File: src/rtl/mux_merge_arbiter_if.sv
// mux_merge_arbiter_if
// Handshake bundle between the two input-buffer channels, the merge arbiter and the
// output link of one router output port.
//   in0_* / in1_* : flit payload, tail flag, valid (source -> arbiter), ready (arbiter -> source)
//   out_*         : registered winning flit, tail flag, source index, valid (arbiter -> link),
//                   out_ready (link -> arbiter)
// Modports:
//   master : the environment side (drives input flits and out_ready)
//   slave  : the arbiter side (drives ready signals and the output flit)
interface mux_merge_arbiter_if #(
  parameter int unsigned WIDTH = 11
);
  logic [WIDTH-1:0] in0_data;
  logic             in0_tail;
  logic             in0_valid;
  logic             in0_ready;

  logic [WIDTH-1:0] in1_data;
  logic             in1_tail;
  logic             in1_valid;
  logic             in1_ready;

  logic [WIDTH-1:0] out_data;
  logic             out_tail;
  logic             out_sel;
  logic             out_valid;
  logic             out_ready;

  modport master (
    output in0_data, in0_tail, in0_valid,
    input  in0_ready,
    output in1_data, in1_tail, in1_valid,
    input  in1_ready,
    input  out_data, out_tail, out_sel, out_valid,
    output out_ready
  );

  modport slave (
    input  in0_data, in0_tail, in0_valid,
    output in0_ready,
    input  in1_data, in1_tail, in1_valid,
    output in1_ready,
    output out_data, out_tail, out_sel, out_valid,
    input  out_ready
  );
endinterface

File: src/rtl/mux_merge_arbiter.sv
// mux_merge_arbiter
// 2:1 round-robin merge arbiter for a router output port. Chooses which input channel feeds
// the shared output, produces the mux select, and registers the winning flit (1-cycle
// latency, 1 flit/cycle throughput).
// Ports:
//   clk  : single clock, all state updates on the rising edge
//   rst  : synchronous active-high reset
//   bus  : mux_merge_arbiter_if.slave - input channels 0/1 and the registered output link
//   busy : high while an output flit is held or a packet lock is active
// Configuration:
//   MUX_ARB_PKT_LOCK_EN defined   - a grant is held from a head flit until its tail flit,
//                                   so flits of different packets never interleave.
//   MUX_ARB_PKT_LOCK_EN undefined - flit-level round robin; tail is only forwarded.
module mux_merge_arbiter #(
  parameter int unsigned WIDTH = 11
) (
  input  logic               clk,
  input  logic               rst,
  mux_merge_arbiter_if.slave bus,
  output logic               busy
);

  typedef enum logic [1:0] {
    StUnlocked = 2'd0,
    StLock0    = 2'd1,
    StLock1    = 2'd2
  } state_e;

  state_e           state_q;
  logic             rr_ptr_q;  // preferred input when both are valid
  logic [WIDTH-1:0] out_data_q;
  logic             out_tail_q;
  logic             out_sel_q;
  logic             out_valid_q;

  logic             slot_free;
  logic             winner;
  logic             ready0;
  logic             ready1;
  logic             xfer;
  logic [WIDTH-1:0] win_data;
  logic             win_tail;

  // The output register can take a new flit when empty or being drained this cycle.
  assign slot_free = !out_valid_q || bus.out_ready;

  // Grant decode. Depends only on state, pointer, valids and output occupancy, never on data.
  always_comb begin
    winner = rr_ptr_q;
    ready0 = 1'b0;
    ready1 = 1'b0;
    unique case (state_q)
      StLock0: begin
        // Owner stays ready even while idle; the other side is shut out until the tail.
        winner = 1'b0;
        ready0 = slot_free;
      end
      StLock1: begin
        winner = 1'b1;
        ready1 = slot_free;
      end
      default: begin
        if (bus.in0_valid && bus.in1_valid) begin
          winner = rr_ptr_q;
        end else begin
          winner = bus.in1_valid;
        end
        ready0 = slot_free && bus.in0_valid && !winner;
        ready1 = slot_free && bus.in1_valid && winner;
      end
    endcase
    if (rst) begin
      ready0 = 1'b0;
      ready1 = 1'b0;
    end
  end

  assign xfer     = (bus.in0_valid && ready0) || (bus.in1_valid && ready1);
  assign win_data = winner ? bus.in1_data : bus.in0_data;
  assign win_tail = winner ? bus.in1_tail : bus.in0_tail;

  // Output register, arbitration pointer and lock state.
  always_ff @(posedge clk) begin
    if (rst) begin
      state_q     <= StUnlocked;
      rr_ptr_q    <= 1'b0;
      out_data_q  <= '0;
      out_tail_q  <= 1'b0;
      out_sel_q   <= 1'b0;
      out_valid_q <= 1'b0;
    end else begin
      if (xfer) begin
        out_data_q  <= win_data;
        out_tail_q  <= win_tail;
        out_sel_q   <= winner;
        out_valid_q <= 1'b1;
      end else if (bus.out_ready) begin
        out_valid_q <= 1'b0;
      end

      if (xfer) begin
`ifdef MUX_ARB_PKT_LOCK_EN
        unique case (state_q)
          StLock0, StLock1: begin
            if (win_tail) begin
              state_q  <= StUnlocked;
              rr_ptr_q <= ~winner;
            end
          end
          default: begin
            rr_ptr_q <= ~winner;
            // A head flit without tail opens a packet: hold the grant for its owner.
            if (!win_tail) begin
              state_q <= winner ? StLock1 : StLock0;
            end
          end
        endcase
`else
        rr_ptr_q <= ~winner;
`endif
      end
    end
  end

  assign bus.in0_ready = ready0;
  assign bus.in1_ready = ready1;
  assign bus.out_data  = out_data_q;
  assign bus.out_tail  = out_tail_q;
  assign bus.out_sel   = out_sel_q;
  assign bus.out_valid = out_valid_q;

  assign busy = out_valid_q || (state_q != StUnlocked);

endmodule

File: src/flat_wrapper.sv
// flat-port wrapper written by rule: the top's interface ports become plain ports
module mux_merge_arbiter_flat 
#(
  parameter int unsigned WIDTH = 11
)
  (clk, rst, busy, bus_in0_data, bus_in0_tail, bus_in0_valid, bus_in0_ready, bus_in1_data, bus_in1_tail, bus_in1_valid, bus_in1_ready, bus_out_data, bus_out_tail, bus_out_sel, bus_out_valid, bus_out_ready);
  mux_merge_arbiter_if #(.WIDTH(WIDTH)) bus_i ();
  input  logic clk;
  input  logic rst;
  output logic busy;
  input wire logic [$bits(bus_i.in0_data)-1:0] bus_in0_data;
  input wire logic [$bits(bus_i.in0_tail)-1:0] bus_in0_tail;
  input wire logic [$bits(bus_i.in0_valid)-1:0] bus_in0_valid;
  output wire logic [$bits(bus_i.in0_ready)-1:0] bus_in0_ready;
  input wire logic [$bits(bus_i.in1_data)-1:0] bus_in1_data;
  input wire logic [$bits(bus_i.in1_tail)-1:0] bus_in1_tail;
  input wire logic [$bits(bus_i.in1_valid)-1:0] bus_in1_valid;
  output wire logic [$bits(bus_i.in1_ready)-1:0] bus_in1_ready;
  output wire logic [$bits(bus_i.out_data)-1:0] bus_out_data;
  output wire logic [$bits(bus_i.out_tail)-1:0] bus_out_tail;
  output wire logic [$bits(bus_i.out_sel)-1:0] bus_out_sel;
  output wire logic [$bits(bus_i.out_valid)-1:0] bus_out_valid;
  input wire logic [$bits(bus_i.out_ready)-1:0] bus_out_ready;
  assign bus_i.in0_data = bus_in0_data;
  assign bus_i.in0_tail = bus_in0_tail;
  assign bus_i.in0_valid = bus_in0_valid;
  assign bus_in0_ready = bus_i.in0_ready;
  assign bus_i.in1_data = bus_in1_data;
  assign bus_i.in1_tail = bus_in1_tail;
  assign bus_i.in1_valid = bus_in1_valid;
  assign bus_in1_ready = bus_i.in1_ready;
  assign bus_out_data = bus_i.out_data;
  assign bus_out_tail = bus_i.out_tail;
  assign bus_out_sel = bus_i.out_sel;
  assign bus_out_valid = bus_i.out_valid;
  assign bus_i.out_ready = bus_out_ready;
  mux_merge_arbiter #(.WIDTH(WIDTH)) u_core (.clk(clk), .rst(rst), .bus(bus_i), .busy(busy));
endmodule
File: config.mk
export PLATFORM = sky130hd
export DESIGN_NAME = mux_merge_arbiter_flat
export DESIGN_NICKNAME = d
export VERILOG_FILES = /design/src/rtl/mux_merge_arbiter_if.sv /design/src/rtl/mux_merge_arbiter.sv /design/src/flat_wrapper.sv
export SDC_FILE = /design/constraint.sdc
export NUM_CORES = 1
export LEC_CHECK = 0
export CAP_MARGIN = 10
export CORE_ASPECT_RATIO = 0.8
export CORE_UTILIZATION = 33
export DETAILED_ROUTE_END_ITERATION = 8
export GPL_TIMING_DRIVEN = 1
export HOLD_SLACK_MARGIN = 0.15
export PLACE_DENSITY = 0.75
export SLEW_MARGIN = 0
export SYNTH_ARGS = -nofsm -noshare
export SYNTH_HDL_FRONTEND = slang
export SYNTH_SLANG_ARGS = --single-unit
File: constraint.sdc
create_clock -name clk -period 1.2 [get_ports clk]
set_input_delay 0.12 -clock clk [delete_from_list [all_inputs] [get_ports clk]]
set_output_delay 0.12 -clock clk [all_outputs]
set_load 0.02 [all_outputs]
-- Yosys cells after proc, flatten, opt, wreduce, memory -nomap -nowiden
Index checks and enable logic that the tools add are counted.
- mux-type cells: 7
- bitwise gates (word level): 1
- reduce and logical (&&, ||, !) cells: 12
- operator list (operator ; count):
    $mux 11 ; 1
    $logic_and 1x1->1 ; 7
    $mux 1 ; 6
    $logic_not 1->1 ; 2
    $logic_or 1x1->1 ; 2
    $reduce_bool 2->1 ; 1
    $not 1->1 ; 1
- flip-flop bits (word level): 15
- input bits: 29
- output and inout bits: 17

-- Depth between registers and ports, before layout
Gate-level depths: netlist of the first run.
- word-level depth: 8
- mapped depth: 5

-- Least setup slack after synthesis of the first run
Ideal clock, no wire load.
- path type: reg-to-reg
- start point: register u_core.out_valid_q (netlist: u_core.bus.out_valid)
- end point: register u_core.out_data_q[0] (netlist: u_core.bus.out_data[0])
- setup time: 0.060 ns
- arrival time: 1.445 ns
- data required time: 1.140 ns
- slack: -0.305 ns
- stages on the path, launching flop included: 5
- path buffers: 1
- path through: dfxtp_1 > nor2b_1 > buf_2 > a2111oi_4 > a221o_2
- cells in the longest elaborated chain, start to end: 7
- RTL lines (element ; line ; text):
    start, declared ; mux_merge_arbiter.sv:34 ; logic out_valid_q;
    start signal, assigned ; mux_merge_arbiter.sv:90 ; out_valid_q <= 1'b0;
    start signal, assigned ; mux_merge_arbiter.sv:96 ; out_valid_q <= 1'b1;
    start signal, assigned ; mux_merge_arbiter.sv:98 ; out_valid_q <= 1'b0;
    $logic_not 1->1 ; mux_merge_arbiter.sv:45 ; assign slot_free = !out_valid_q || bus.out_ready;
    $logic_or 1x1->1 ; mux_merge_arbiter.sv:45 ;
    $logic_and 1x1->1 (2 in series) ; mux_merge_arbiter.sv:68 ; ready0 = slot_free && bus.in0_valid && !winner;
    $mux 1 ; mux_merge_arbiter.sv:72 ; if (rst) begin
    named net bus_in0_ready ; flat_wrapper.sv:14 ; output wire logic [$bits(bus_i.in0_ready)-1:0] bus_in0_ready;
    $logic_and 1x1->1 ; mux_merge_arbiter.sv:78 ; assign xfer = (bus.in0_valid && ready0) || (bus.in1_valid && ready1);
    $logic_or 1x1->1 ; mux_merge_arbiter.sv:78 ;
    end signal, assigned ; mux_merge_arbiter.sv:93 ; out_data_q <= win_data;
    end, declared ; mux_merge_arbiter.sv:31 ; logic [WIDTH-1:0] out_data_q;
The timed path passes the listed nets, and every way through them passes these cells.
A chain may end at the register's enable or synchronous reset.

-- Worst setup path in the final report of the first run
- start point: register u_core.out_valid_q (netlist: u_core.bus.out_valid)
- end point: output port bus_in1_ready
- cells in the longest elaborated chain, start to end: 5
- RTL lines (element ; line ; text):
    $logic_not 1->1 ; mux_merge_arbiter.sv:45 ;
    $logic_or 1x1->1 ; mux_merge_arbiter.sv:45 ;
    $logic_and 1x1->1 (2 in series) ; mux_merge_arbiter.sv:69 ; ready1 = slot_free && bus.in1_valid && winner;
    $mux 1 ; mux_merge_arbiter.sv:72 ;
    end, declared ; flat_wrapper.sv:18 ; output wire logic [$bits(bus_i.in1_ready)-1:0] bus_in1_ready;
Every way passes these cells.

==> run_results.csv, run 1 <==
group,metric,value,unit
run_status,outcome,"finished with violations",
run_status,violations,"setup timing",
sta,relSlewSlack,0.786,
detailed_routing,routed_wl,2490,um
sta,whs,0.390,ns
hold_path,min_path_type,"input pin to register",
run,drv_cap,0,
floorplanning,die_h,45.6,um
detailed_routing,drc,0,
placed_design,dp_slack,-0.633,ns
synthesis,synth_warnings,0,
synthesis,synth_cell_types,18,
clock_network,htreeDepth,1,
layout,final_cell_mix,"clkdlybuf4s50_1, a21oi_1, buf_4, dlygate4sd2_1, dfxtp_1",
clock_network,root_buffer,"clkbuf_4",
critical_path,worstSetupPathType,"register to primary output",
critical_path,cp.arrival,1.17,ns
detailed_routing,wl_per_cell,15.1,um
sta,worstMarginPinSlew,0.318,ns
detailed_routing,dr.pass1.iters,4,
power_and_ir_drop,power_density,955,nW/um^2
detailed_routing,drt_iter0_markers,29,
grt,antenna_found_initial,0,
power_and_ir_drop,p_leak,0.568,nW
grt,grt.overflow.total,0,
critical_path,end_kind,"primary output",
layout,layout.nets,170,
floorplanning,die_area,2570,sq um
clock_network,cts_buffer_depth,2,
layout,final_core_util,0.626,
detailed_routing,routed-via-count,892,
synthesis,synth_seq_area_share,0.383,
sta,grt_setup_unrepaired,"yes",
sta,setup_slack,-0.0913,ns
clock_network,cts_setup_buffers,0,
clock_network,numClockSinks,15,
critical_path,worstSetupStartpointType,"register",
sta,finalCritPeriodShare,1.08,
grt,grt_usage,0.199,
sta,finalSetupViolCount,9,
sta,max_freq,774,MHz
floorplanning,rows,15,
grt,grt_max_degree,13,
clock_network,cts_tree,"yes",
synthesis,syn-num-nets,115,
placed_design,place_congestion,0.876,
placed_design,post-dp-hpwl,1800,um
detailed_routing,final_antenna_net_count,0,
sta,period_needed,1.29,ns
sta,maxSlewViolCount,0,
floorplanning,core_area,2200,sq um
synthesis,synthCells,86,
placed_design,placed_cells,160,
floorplanning,pin_count,46,
sta,skew,0.00820,ns
power_and_ir_drop,vdd_drop_max,0.678,mV
layout,layout_commonest_cell,"clkdlybuf4s50_1",
sta,hold_viol_final,0,
clock_network,numCtsBuffers,3,
synthesis,synth_seq_cells,15,
grt,grt_pass1_vias,823,
synthesis,syn-cell-area,783,sq um
floorplanning,start_util,0.357,
clock_network,clk_pin_slew,0.10,ns
sta,setup_tns,-0.605,ns
placed_design,placed_cell_area,1310,sq um
grt,grt_pass1_wl,3830,um
floorplanning,die_w,56.5,um
layout,final_cells,165,
power_and_ir_drop,power,1.31,mW
detailed_routing,avgViaCountPerCell,5.41,
layout,syn_to_final_growth,75.4,%
layout,drive_above_1_share,0.300,
critical_path,crit_required,1.08,ns
synthesis,avgSynthCellArea,9.11,sq um
placed_design,portBuffers,45,
layout,stdcell_area,1370,sq um
clock_network,insertion_delay,0.29,ns
critical_path,crit_fanout,4,
layout,antennaDiodeCount,0,
## path summary, 6_finish.rpt
path | start | end | slack, ns | depth (start not counted)
setup / recovery | u_core.bus.out_valid | bus_in1_ready | -0.09 | 3
hold / removal | bus_in0_valid | u_core.bus.out_valid | 0.39 | 4
setup reg to reg | u_core.bus.out_valid | u_core.bus.out_data[4] | -0.07 | 5
hold reg to reg | u_core.bus.out_sel | u_core.bus.out_sel | 0.52 | 2
## state kept, by name (all words and copies together) (netlist names)
| signal | flops |
|---|---|
| u_core.bus.out_sel | 1 |
| u_core.bus.out_data | 11 |
| u_core.bus.out_tail | 1 |
| u_core.bus.out_valid | 1 |
| u_core.rr_ptr_q | 1 |
## critical path, cell delays in order (launching register included)
cell     delay [ns]
dfxtp_2        0.33
nor2b_4        0.14
nor4_4         0.22
buf_4          0.18
## cells by family (layout without fill, tap and decap cells)
family	after synthesis	in the layout	synth area share
and+or+nand+nor	29	29	0.256
AOI/OAI and AO/OA	30	30	0.278
DFF	15	15	0.383
buffers and inverters	12	66	0.0831
## area by class of cell
class                           count  area (sq um)
Clock buffer                        4          26.3
Inverter                            2          7.51
Fill cell                         199           822
Timing Repair Buffer               60           542
Sequential cell                    15           303
Tap cell                           25          31.3
Multi-Input combinational cell     59           464
## per-layer routing
layer	track usage	wire length, um	up-vias
met3	0.0710	188	2
li1	-	-	430
met1	0.252	1110	414
met5	0	0	-
met4	0.0537	12	0
met2	0.325	1180	46
## timing repair
item	in CTS	in global routing
setup endpoints to repair	31	17
resized for setup	35	8
gates cloned	0	1
hold buffers	0	0
pin swaps	0	1
## synth_stat cells (all sizes together)
master | count | share of area
a21oi | 19 | 0.12
dfxtp | 15 | 0.38
buf | 10 | 0.073
nand2b | 8 | 0.064
a221o | 7 | 0.10
nor4 | 6 | 0.067
nand3 | 5 | 0.032
nor4b | 5 | 0.056
inv | 2 | 0.0096
nor2b | 2 | 0.016
o21ai | 2 | 0.013
a2111oi | 1 | 0.035
a31oi | 1 | 0.0080
nand2 | 1 | 0.0048
or2 | 1 | 0.0080
or3 | 1 | 0.0080
## report_power, final
part,internal [mW],total (mW),switching (mW),leakage (nW)
Sequential,0.544,0.569,0.0248,0.125
Combinational,0.236,0.446,0.210,0.428
Clock,0.129,0.298,0.169,0.0150
No activity file was read; power rests on OpenSTA's default activity.
==> inputs of run 2 (changes only) <==
--- a/config.mk
+++ b/config.mk
@@ -7,11 +7,11 @@
 export LEC_CHECK = 0
 export CAP_MARGIN = 10
 export CORE_ASPECT_RATIO = 0.8
-export CORE_UTILIZATION = 33
+export CORE_UTILIZATION = 39
 export DETAILED_ROUTE_END_ITERATION = 8
 export GPL_TIMING_DRIVEN = 1
 export HOLD_SLACK_MARGIN = 0.15
-export PLACE_DENSITY = 0.75
+export PLACE_DENSITY = 0.83
 export SLEW_MARGIN = 0
 export SYNTH_ARGS = -nofsm -noshare
 export SYNTH_HDL_FRONTEND = slang
==> constraint.sdc (replaced) <==
create_clock -name clk -period 1.5 [get_ports clk]
set_input_delay 0.15 -clock clk [delete_from_list [all_inputs] [get_ports clk]]
set_output_delay 0.15 -clock clk [all_outputs]
set_load 0.02 [all_outputs]
==> run 2 against run 1 <==
The flow now finishes without violations; register-to-register slack improved by 0.20 ns; total power fell by 19%; sequential share of layout area rose by 0.55 points.
==> run_results.csv, run 2 (synthesis results as in run 1) <==
group,metric,value,unit
run_status,outcome,"finished, final reports clean",
layout,antennaDiodeCount,0,
layout,layout_commonest_cell,"clkdlybuf4s50_1",
grt,grt.overflow.total,0,
floorplanning,rows,14,
clock_network,clk_pin_slew,0.10,ns
placed_design,portBuffers,45,
sta,skew,0.00312,ns
detailed_routing,routed-via-count,927,
clock_network,htreeDepth,1,
layout,final_cells,163,
critical_path,path_buf_inv,1,
clock_network,cts_buffer_depth,2,
sta,worstMarginPinSlew,0.287,ns
critical_path,worstSetupPathType,"register to primary output",
critical_path,crit_fanout,2,
floorplanning,pin_count,46,
placed_design,placed_cells,159,
critical_path,worst-path-stages,1,
hold_path,min_from,"rst",
clock_network,cts_tree,"yes",
floorplanning,die_h,42.1,um
grt,grt_pass1_wl,3920,um
detailed_routing,drc,0,
floorplanning,die_area,2190,sq um
critical_path,startpoint,"u_core.bus.out_data[5]",
power_and_ir_drop,vdd_drop_max,0.742,mV
grt,grt_max_degree,13,
layout,stdcell_area,1340,sq um
critical_path,r2r_start,"u_core.bus.out_valid",
grt,grt_usage,0.246,
sta,relSlewSlack,0.808,
detailed_routing,dr.pass1.iters,4,
clock_network,insertion_delay,0.29,ns
critical_path,cp.arrival,1.27,ns
power_and_ir_drop,power_density,792,nW/um^2
sta,setup_slack,0.0841,ns
sta,finalSetupViolCount,0,
critical_path,r2r_end,"u_core.bus.out_data[1]",
floorplanning,core_area,1890,sq um
critical_path,endpoint,"bus_out_data[5]",
layout,final_cell_mix,"clkdlybuf4s50_1, a21oi_1, buf_4, dfxtp_1, nand2b_1",
hold_path,min_path_type,"input pin to register",
power_and_ir_drop,p_leak,0.525,nW
critical_path,crit_required,1.35,ns
grt,grt_pass1_vias,852,
detailed_routing,wl_per_cell,15.5,um
critical_path,cp_slowest_cell,"clkdlybuf4s50_1",
sta,max_freq,706,MHz
clock_network,root_buffer,"clkbuf_4",
sta,maxSlewViolCount,0,
floorplanning,die_w,52.1,um
critical_path,end_kind,"primary output",
layout,drive_above_1_share,0.245,
critical_path,worstSetupStartpointType,"register",
layout,layout.nets,169,
clock_network,cts_setup_buffers,0,
floorplanning,start_util,0.414,
placed_design,placed_cell_area,1310,sq um
sta,grt_setup_unrepaired,"no",
clock_network,numCtsBuffers,3,
run,drv_cap,0,
placed_design,place_congestion,0.848,
layout,syn_to_final_growth,70.4,%
layout,largest_reg_flops,11,
detailed_routing,routed_wl,2520,um
placed_design,dp_slack,-0.408,ns
detailed_routing,final_antenna_net_count,0,
critical_path,worst-r2r-setup-slack,0.13,ns
sta,hold_viol_final,0,
detailed_routing,drt_iter0_markers,26,
power_and_ir_drop,power,1.06,mW
clock_network,numClockSinks,15,
placed_design,post-dp-hpwl,1930,um
detailed_routing,avgViaCountPerCell,5.69,
sta,period_needed,1.42,ns
critical_path,crit_chain,"clkdlybuf4s50_1",
sta,finalCritPeriodShare,0.944,
critical_path,crit_family,"buffers and inverters",
critical_path,r2r.worst_path.cells,4,
critical_path,cpPeakStageDelay,0.63,ns
grt,antenna_found_initial,0,
## run 2: worst min path at each step
stage	endpoint	slack, ns	cells after the start
2_1_floorplan	u_core.bus.out_data[0]	0.29	1
3_5_place_dp	u_core.bus.out_sel	0.48	2
3_3_place_gp	u_core.bus.out_sel	0.47	2
6_report	u_core.bus.out_valid	0.47	3
4_1_cts	u_core.bus.out_valid	0.45	3
5_1_grt	u_core.bus.out_data[2]	0.46	2
## run 2: through the flow
step / hold WS, ns / utilization / setup TNS [ns]
finish: 0.466 / 0.706 / 0
global route: 0.455 / 0.706 / 0
CTS: 0.451 / 0.706 / 0
detailed placement: 0.476 / 0.694 / -3.14
global placement: 0.466 / 0.694 / -2.82
floorplan: 0.292 / - / 0
## run 2: what timing repair did
action,4_1_cts,5_1_grt
gates resized for setup,10,3
endpoints found under the setup margin,3,3
gates cloned,0,0
hold buffers,0,0
## run 2: layout make-up
type	instances	area [sq um]
fill	143	557
tap	24	30.0
sequential	15	302
inverter	2	7.51
clock buffer	3	22.5
timing repair buffer	59	548
clock inverter	1	5.00
multi-input combinational	59	420
## run 2: layer usage
layer  up-vias  share of wire  track usage
met4         0         0.0052       0.0486
met2        45           0.50        0.423
li1        432              -            -
met3         2          0.073       0.0797
met5         -              0            0
met1       448           0.42        0.296
## run 2: power breakdown
| part | internal [mW] | switching [mW] | total [mW] |
|---|---|---|---|
| Combinational | 0.200 | 0.163 | 0.362 |
| Clock | 0.0991 | 0.142 | 0.241 |
| Sequential | 0.435 | 0.0190 | 0.454 |
| Total | 0.733 | 0.323 | 1.06 |
==> inputs of run 3 (changes only) <==
--- a/config.mk
+++ b/config.mk
@@ -7,9 +7,10 @@
 export LEC_CHECK = 0
 export CAP_MARGIN = 10
 export CORE_ASPECT_RATIO = 0.8
+export CORE_MARGIN = 5
 export CORE_UTILIZATION = 39
 export DETAILED_ROUTE_END_ITERATION = 8
-export GPL_TIMING_DRIVEN = 1
+export GPL_TIMING_DRIVEN = 0
 export HOLD_SLACK_MARGIN = 0.15
 export PLACE_DENSITY = 0.83
 export SLEW_MARGIN = 0
==> run 3 against run 2 <==
Routed wire length is 1.5% higher; register-to-register slack got worse by 0.04 ns; first-iteration DRC count decreased by 54%; die area up 37%; largest power group unchanged; largest cell class unchanged.
==> run_results.csv, run 3 (synthesis results as in run 1) <==
group,metric,value,unit
run_status,outcome,"finished, final reports clean",
critical_path,crit_chain,"clkdlybuf4s50_1",
floorplanning,die_area,3010,sq um
layout,drive_above_1_share,0.227,
grt,grt_pass1_vias,873,
layout,fillers,155,
detailed_routing,routed-via-count,876,
clock_network,insertion_delay,0.29,ns
sta,relSlewSlack,0.795,
sta,finalSetupViolCount,0,
detailed_routing,avgViaCountPerCell,5.62,
floorplanning,start_util,0.414,
placed_design,post-dp-hpwl,1930,um
layout,final_cell_mix,"clkdlybuf4s50_1, a21oi_1, dfxtp_1",
layout,final_core_util,0.679,
critical_path,path_buf_inv,1,
floorplanning,core_area,1890,sq um
critical_path,crit_fanout,2,
critical_path,end_kind,"primary output",
detailed_routing,drc,0,
detailed_routing,final_antenna_net_count,0,
floorplanning,pin_count,46,
grt,grt_usage,0.181,
sta,finalCritPeriodShare,0.958,
layout,stdcell_area,1280,sq um
grt,grt_max_degree,11,
layout,layout.nets,162,
detailed_routing,routed_wl,2560,um
power_and_ir_drop,power_density,820,nW/um^2
sta,whs,0.284,ns
detailed_routing,drt_iter0_markers,12,
clock_network,htreeDepth,1,
critical_path,worstSetupPathType,"register to primary output",
critical_path,worstSetupStartpointType,"register",
clock_network,cts_hold_buf,0,
layout,largest_reg_flops,11,
detailed_routing,wl_per_cell,16.4,um
sta,period_needed,1.44,ns
sta,maxSlewViolCount,0,
critical_path,cp.arrival,1.29,ns
sta,hold_viol_final,0,
clock_network,root_buffer,"clkbuf_4",
power_and_ir_drop,vdd_drop_max,0.668,mV
clock_network,cts_buffer_depth,2,
sta,grt_setup_unrepaired,"no",
clock_network,clk_pin_slew,0.10,ns
critical_path,cpPeakStageDelay,0.63,ns
power_and_ir_drop,p_leak,0.481,nW
clock_network,numCtsBuffers,3,
run,drv_cap,0,
placed_design,place_congestion,0.796,
clock_network,cts_tree,"yes",
sta,worstMarginPinSlew,0.306,ns
critical_path,cp_slowest_cell,"clkdlybuf4s50_1",
critical_path,crit_required,1.35,ns
floorplanning,die_w,60.1,um
layout,syn_to_final_growth,63.9,%
grt,grt.overflow.total,0,
detailed_routing,dr.pass1.iters,4,
floorplanning,rows,14,
hold_path,min_path_type,"input pin to register",
critical_path,crit_family,"buffers and inverters",
floorplanning,die_h,50.1,um
layout,layout_commonest_cell,"clkdlybuf4s50_1",
placed_design,placed_cell_area,1240,sq um
grt,antenna_found_initial,0,
placed_design,portBuffers,43,
grt,grt_pass1_wl,4100,um
sta,max_freq,696,MHz
sta,skew,0.00142,ns
clock_network,numClockSinks,15,
layout,antennaDiodeCount,0,
run 3: cell count changes in the layout (fill, tap and decap cells not counted):
cell	previous run	this run
dlymetal6s2s_1	2	1
nor2b_4	0	2
dlygate4sd2_1	2	1
clkinv_2	1	0
buf_4	14	7
dfxtp_1	14	13
dfxtp_2	1	2
buf_2	2	4
nor2b_2	1	0
clkbuf_1	0	1
nor2b_1	1	0
run 3: power by group:
part           total (mW)  leakage [nW]  switching, mW  internal, mW
logic               0.340         0.341          0.152         0.187
clock network       0.252        0.0150          0.148         0.104
registers           0.461         0.125         0.0255         0.435
run 3: final cells by class:
class,count,area (sq um),area share
multi-input combinational,59,433,0.337
buffer,7,42.5,0.0331
clock buffer,4,26.3,0.0205
sequential,15,303,0.236
timing repair buffer,45,442,0.344
tap,24,30.0,0.0234
inverter,2,7.51,0.00585
run 3: metrics by stage:
stage | setup WS, ns | instances | TNS, ns | total power [mW]
after floorplan | 0.0253 | 86 | 0 | 0.631
after global placement | -0.772 | 153 | -3.48 | 0.797
after detailed placement | -0.798 | 153 | -3.98 | 0.806
after CTS | 0.00484 | 157 | 0 | 1.06
after global routing | 0.00515 | 156 | 0 | 1.11
final | 0.0636 | 156 | 0 | 1.05
run 3: final timing paths:
check        slack (ns)  depth (start not counted)                     end                    from
max                0.06                          1         bus_out_data[0]  u_core.bus.out_data[0]
min                0.28                          3    u_core.bus.out_valid           bus_in1_valid
max reg2reg        0.09                          4  u_core.bus.out_data[4]    u_core.bus.out_valid
min reg2reg        0.50                          2      u_core.bus.out_sel      u_core.bus.out_sel
run 3: timing repair:
item / CTS / global route
pin swaps: 2 / 2
endpoints found under the setup margin: 2 / 3
setup buffers: 2 / 0
resized for setup: 18 / 1
run 3: routing by layer:
metal,up-vias,share of wire,routed length [um],track usage
li1,415,-,-,-
met1,419,0.41,1060,0.216
met2,33,0.50,1270,0.288
met3,9,0.062,158,0.0496
met4,0,0.028,71,0.0996
met5,-,0,0,0
